===== config.mk =====
export PLATFORM = sky130hd
export DESIGN_NAME = gshare_branch_predictor
export DESIGN_NICKNAME = d
export VERILOG_FILES = /design/src/rtl/gshare_branch_predictor.sv
export SDC_FILE = /design/constraint.sdc
export NUM_CORES = 1
export LEC_CHECK = 0
export ABC_AREA = 1
export BUFFER_PORTS_ARGS = -buffer_cell sky130_fd_sc_hd__buf_2
export CAP_MARGIN = 20
export CORE_ASPECT_RATIO = 0.9
export CORE_MARGIN = 1
export CORE_UTILIZATION = 38
export DETAILED_ROUTE_END_ITERATION = 7
export SETUP_SLACK_MARGIN = 0.5
export SLEW_MARGIN = 25
export SYNTH_ARGS = -nofsm -noshare
export SYNTH_HDL_FRONTEND = slang
export SYNTH_SLANG_ARGS = --single-unit
export TNS_END_PERCENT = 30

===== constraint.sdc =====
create_clock -name Clock -period 1.6 [get_ports Clock]
set_input_delay 0.24 -clock Clock [delete_from_list [all_inputs] [get_ports Clock]]
set_output_delay 0.24 -clock Clock [all_outputs]
set_load 0.01 [all_outputs]

===== src/rtl/gshare_branch_predictor.sv =====
// Two-level gshare branch predictor: global history plus a flop-array PHT of saturating counters.
// Predicts for the branch in ID, trains on the branch resolved in EX, and keeps saturating statistics.
module gshare_branch_predictor #(
    parameter int HIST_BITS  = 4,
    parameter int CTR_BITS   = 2,
    parameter int CTR_INIT   = 1,
    parameter int PC_WIDTH   = 32,
    parameter int INDEX_MODE = 1,
    parameter int BYPASS     = 0,
    parameter int STAT_WIDTH = 16
) (
    input  logic                  Clock,
    input  logic                  Reset,
    input  logic                  BranchInstructExists_ID,
    input  logic [PC_WIDTH-1:0]   PC_ID,
    output logic                  Prediction,
    output logic [HIST_BITS-1:0]  PredIndex_ID,
    input  logic                  BranchInstructExists_EX,
    input  logic                  BranchDecision_EX,
    input  logic [HIST_BITS-1:0]  PredIndex_EX,
    input  logic                  PredictedTaken_EX,
    output logic                  Mispredict_EX,
    output logic [STAT_WIDTH-1:0] BranchCount,
    output logic [STAT_WIDTH-1:0] MispredictCount
);

    localparam int                  PHT_DEPTH = 1 << HIST_BITS;
    localparam logic [CTR_BITS-1:0] CTR_RST   = CTR_BITS'(CTR_INIT);
    localparam logic [CTR_BITS-1:0] CTR_MAX   = '1;

    function automatic logic [CTR_BITS-1:0] ctr_train(input logic [CTR_BITS-1:0] ctr,
                                                      input logic               taken);
        logic [CTR_BITS-1:0] res;
        res = ctr;
        if (taken) begin
            if (ctr != CTR_MAX) res = ctr + CTR_BITS'(1);
        end else begin
            if (ctr != '0) res = ctr - CTR_BITS'(1);
        end
        return res;
    endfunction

    function automatic logic [STAT_WIDTH-1:0] stat_inc(input logic [STAT_WIDTH-1:0] cnt,
                                                       input logic                  en);
        logic [STAT_WIDTH-1:0] res;
        res = cnt;
        if (en && (cnt != '1)) res = cnt + STAT_WIDTH'(1);
        return res;
    endfunction

    logic [HIST_BITS-1:0]  ghr_q, ghr_d;
    logic [CTR_BITS-1:0]   pht_q [PHT_DEPTH];
    logic [STAT_WIDTH-1:0] branch_cnt_q, branch_cnt_d;
    logic [STAT_WIDTH-1:0] mispred_cnt_q, mispred_cnt_d;

    logic [CTR_BITS-1:0]   ctr_upd;
    logic [HIST_BITS-1:0]  ghr_rd;
    logic [HIST_BITS-1:0]  rd_idx;
    logic                  fwd_hit;
    logic [CTR_BITS-1:0]   ctr_rd;
    logic                  mispredict;
    logic                  unused_pc;

    assign mispredict    = BranchInstructExists_EX & (BranchDecision_EX != PredictedTaken_EX);
    assign Mispredict_EX = mispredict;

    // Training always targets the index carried from ID, never a recomputed one.
    always_comb begin
        ghr_d   = ghr_q;
        ctr_upd = ctr_train(pht_q[PredIndex_EX], BranchDecision_EX);
        if (BranchInstructExists_EX) begin
            ghr_d = {ghr_q[HIST_BITS-2:0], BranchDecision_EX};
        end
        branch_cnt_d  = stat_inc(branch_cnt_q, BranchInstructExists_EX);
        mispred_cnt_d = stat_inc(mispred_cnt_q, mispredict);
    end

    generate
        if (BYPASS != 0) begin : g_bypass
            assign ghr_rd  = ghr_d;
            assign fwd_hit = BranchInstructExists_EX && (rd_idx == PredIndex_EX);
        end else begin : g_no_bypass
            assign ghr_rd  = ghr_q;
            assign fwd_hit = 1'b0;
        end

        if (INDEX_MODE != 0) begin : g_gshare
            assign rd_idx = ghr_rd ^ PC_ID[HIST_BITS+1:2];
        end else begin : g_hist_only
            assign rd_idx = ghr_rd;
        end
    endgenerate

    // Only a slice of the PC feeds the index; the rest is deliberately ignored.
    assign unused_pc = ^PC_ID;

    assign ctr_rd       = fwd_hit ? ctr_upd : pht_q[rd_idx];
    assign PredIndex_ID = rd_idx;
    assign Prediction   = BranchInstructExists_ID & ctr_rd[CTR_BITS-1];

    always_ff @(posedge Clock) begin
        if (Reset) begin
            ghr_q         <= '0;
            branch_cnt_q  <= '0;
            mispred_cnt_q <= '0;
            for (int i = 0; i < PHT_DEPTH; i++) begin
                pht_q[i] <= CTR_RST;
            end
        end else begin
            ghr_q         <= ghr_d;
            branch_cnt_q  <= branch_cnt_d;
            mispred_cnt_q <= mispred_cnt_d;
            if (BranchInstructExists_EX) begin
                pht_q[PredIndex_EX] <= ctr_upd;
            end
        end
    end

    assign BranchCount     = branch_cnt_q;
    assign MispredictCount = mispred_cnt_q;

endmodule

==> impl_results.md <==
* Final nets at 719
* Worst setup slack after layout at -0.1769 ns
* Number of synthesized register bits at 68
* Mux contribution to synthesized area at 0%
* Hold slack at 0.2693 ns
* Wirelength, routed at 12310 µm
* P&R area growth vs syn at 65.48%
* Die Width at 108.6 µm
* Sink Count at 68
* Post-synthesis compound-gate area fraction at 6.441%
* Signal arrival time at the worst endpoint at 1.54 ns
* GRT Total Usage at 22.66%
* P_leak at 0.002507 µW
* Via count at 4156
* CORE AREA at 9784 µm²
* Post-synth EDFFs at 32
* Syn Nets at 589
* DR vias/cell at 5.156
* Dpl ws at -0.1441 ns
* Inserted Clock Buffers at 9
* Initial Utilization at 39.71%
* Skew final at 0.006107 ns
* Worst setup SP type: register
* Distinct cells, synth at 30
* Full die area at 10630 µm²
* Ant. Diodes at 0
* Port Buffers at 51
* CP Max Fanout at 5
* Final hold vios at 0
* Pwr Density at 754.0 nW/µm²
* Synth Instances at 545
* Endpoints failing setup at 29
* Synth area leaders: edfxtp_1 25%, dfxtp_1 19%, nand2_1 15%, nand3_1 7.5%, nor2_1 6.4%
* First-pass GRT wire length at 18850 µm
* Max VDD drop at 0.0005892 V
* Tcrit/Tclk final at 111.1%
* Sequential-to-total area share from yosys stat at 43.29%
* Leading area contributor after synthesis: edfxtp_1
* Failing checks: negative setup slack
* Worst Path Required at 1.36 ns
* Top cells by count, synth: 156 x nand2_1, 66 x nor2_1, 64 x inv_1
* CP max stage cell: dfxtp_4
* Top cell by count, worst path: nand3_1
* Global route overflow at 0
* Boundary Pins at 80
* Layout Cells excl Fill at 806
* Crit Path Class: reg2out
* CP endpoint kind: output pin
* Largest net degree at the start of global routing at 29
* CTS tree: built
* DRT iter0 DRCs at 186
* Most frequent cell after synthesis: nand2_1
* FMAX at 562.8 MHz
* Syn_area_per_cell at 7.128 µm²
* Drt drc at 0
* Cells along the critical path: inv_4 > nand2_4 > buf_6 > nand3_1 > nand3_1 > nand3_1 > nand2_1 > nor2_1 > nor2_2 > buf_2
* Worst-path clk slew at 0.06 ns
* Clock latency at the later pin of the worst-skew pair at 0.33 ns
* Adder-cell share of the synthesized area at 0.6441%
* First-pass DRT Iterations at 4
* FP Rows at 34
* Root buffer cell: clkbuf_16
* Final Util at 65.70%
* Longest Clk Path Bufs at 2
* Max Cap Viol at 0
* Outcome: complete, but fails checks
* WL per Instance at 15.28 µm
* Gp weighted congestion at 0.8463
* Combinational family with the most area after synthesis: simple AND/OR/NAND/NOR gates
* Post-synthesis xor/xnor area fraction at 3.382%
* Max-slew violation count at 0
* Slew Limit Headroom at 74.51%
* Ys Warns at 0
* Minimum clock period at 1.777 ns
* Final ANT Viol Nets at 0
* Cells after DPL at 765
* Synth Flop Type: dfxtp_1
* Async SR Flop Fraction at 0%
* Yosys top cell area share at 24.73%
* Final setup TNS at -2.036 ns
* Antenna violations before repair at 0
* Worst Hold Class: in2reg
* Mapped Area at 3885 µm²
* CP max stage delay at 0.36 ns
* Hold buffers post-CTS at 0
* H-tree depth at 3
* Unrepaired setup endpoints after global routing: yes
* Vias in the first global route at 3991
* Worst-margin pin slew at 0.3796 ns
* Post-synthesis simple-gate area fraction at 36.68%
* Post-DP HPWL at 7656 µm
* Share of post-route cells with drive strength above 1 at 54.26%
* Die Ht at 97.93 µm
## area by class of cell
type / count / area, µm²
Fill cell: 765 / 3356
Multi-Input combinational cell: 395 / 2659
Sequential cell: 68 / 1760
Timing Repair Buffer: 132 / 1234
Inverter: 67 / 280.3
Clock buffer: 10 / 229.0
Tap cell: 126 / 157.7
Clock inverter: 6 / 86.33
Timing Repair inverter: 2 / 22.52
## worst paths after layout
check,startpoint,end,slack (ns),depth (start not counted)
worst max-delay path,ghr_q[0],Prediction,-0.18,10
worst min-delay path,BranchDecision_EX,ghr_q[0],0.27,3
worst max register to register,pht_q[10][1],pht_q[5][1],-0.13,12
worst min register to register,MispredictCount[11],MispredictCount[11],0.48,2
## report_power, final
group	total (µW)	switching (µW)	internal, µW
clock network	2120	750	1370
logic	850	493	357
registers	1880	38.3	1840
total	4850	1280	3570
## critical path, delay by kind of cell (launching register included)
| family | cells | cell delay [ns] |
|---|---|---|
| buf+inv | 3 | 0.32 |
| flops | 1 | 0.36 |
| simple gates | 7 | 0.53 |
## what timing repair did
item / CTS / global route
setup buffers: 7 / 13
endpoints found under the setup margin: 119 / 128
resized for setup: 188 / 120
pin swaps: 65 / 49
gates cloned: 4 / 1
## layout by cell type (no fill, tap or decap), types with 7 or more instances in the layout
| cell | synthesis | layout |
|---|---|---|
| nand3_1 | 58 | 32 |
| nor2_2 | 12 | 28 |
| inv_2 | 3 | 12 |
| buf_6 | 3 | 46 |
| nor2_1 | 66 | 33 |
| edfxtp_1 | 32 | 32 |
| buf_2 | 5 | 27 |
| nand2_4 | 1 | 18 |
| buf_4 | 3 | 47 |
| nor3_2 | 1 | 10 |
| dfxtp_4 | 0 | 14 |
| nor2_4 | 0 | 17 |
| dfxtp_2 | 0 | 21 |
| nand2_2 | 7 | 31 |
| buf_12 | 1 | 7 |
| nand3_2 | 0 | 21 |
| clkbuf_16 | 0 | 9 |
| a21oi_2 | 0 | 16 |
| nand4_1 | 10 | 10 |
| nand2_1 | 156 | 114 |
| o21ai_2 | 0 | 8 |
| inv_1 | 64 | 50 |
| xor2_1 | 7 | 7 |
## metrics by stage
step           total power, µW  cell area (µm²)
6_report                  4847             6429
5_1_grt                   5011             6429
4_1_cts                   4732             5866
3_5_place_dp              2453             4798
3_3_place_gp              2443             4798
2_1_floorplan             2260             4031
## state kept, by name, summed over array words and instances (netlist names)
name / flops
pht_q: 32
BranchCount: 16
MispredictCount: 16
ghr_q: 4
## cell families (layout without fill, tap and decap cells)
kind of cell | after synthesis | after routing
simple gates | 330 | 332
flops | 68 | 68
xor+xnor | 15 | 15
compound gates | 46 | 46
buf+inv | 84 | 217
fa+ha+maj | 2 | 2
## layer usage
layer  GRT usage [%]  part of all wire [%]  wire length [µm]  vias up
met5               0                     0                 0        -
met3           4.473                   5.2               642       13
met2           38.66                    51              6308      116
met1           29.55                    43              5240     1994
li1                -                     -                 -     2033
met4           4.678                  0.98               121        0
No activity file was read; power rests on OpenSTA's default activity.
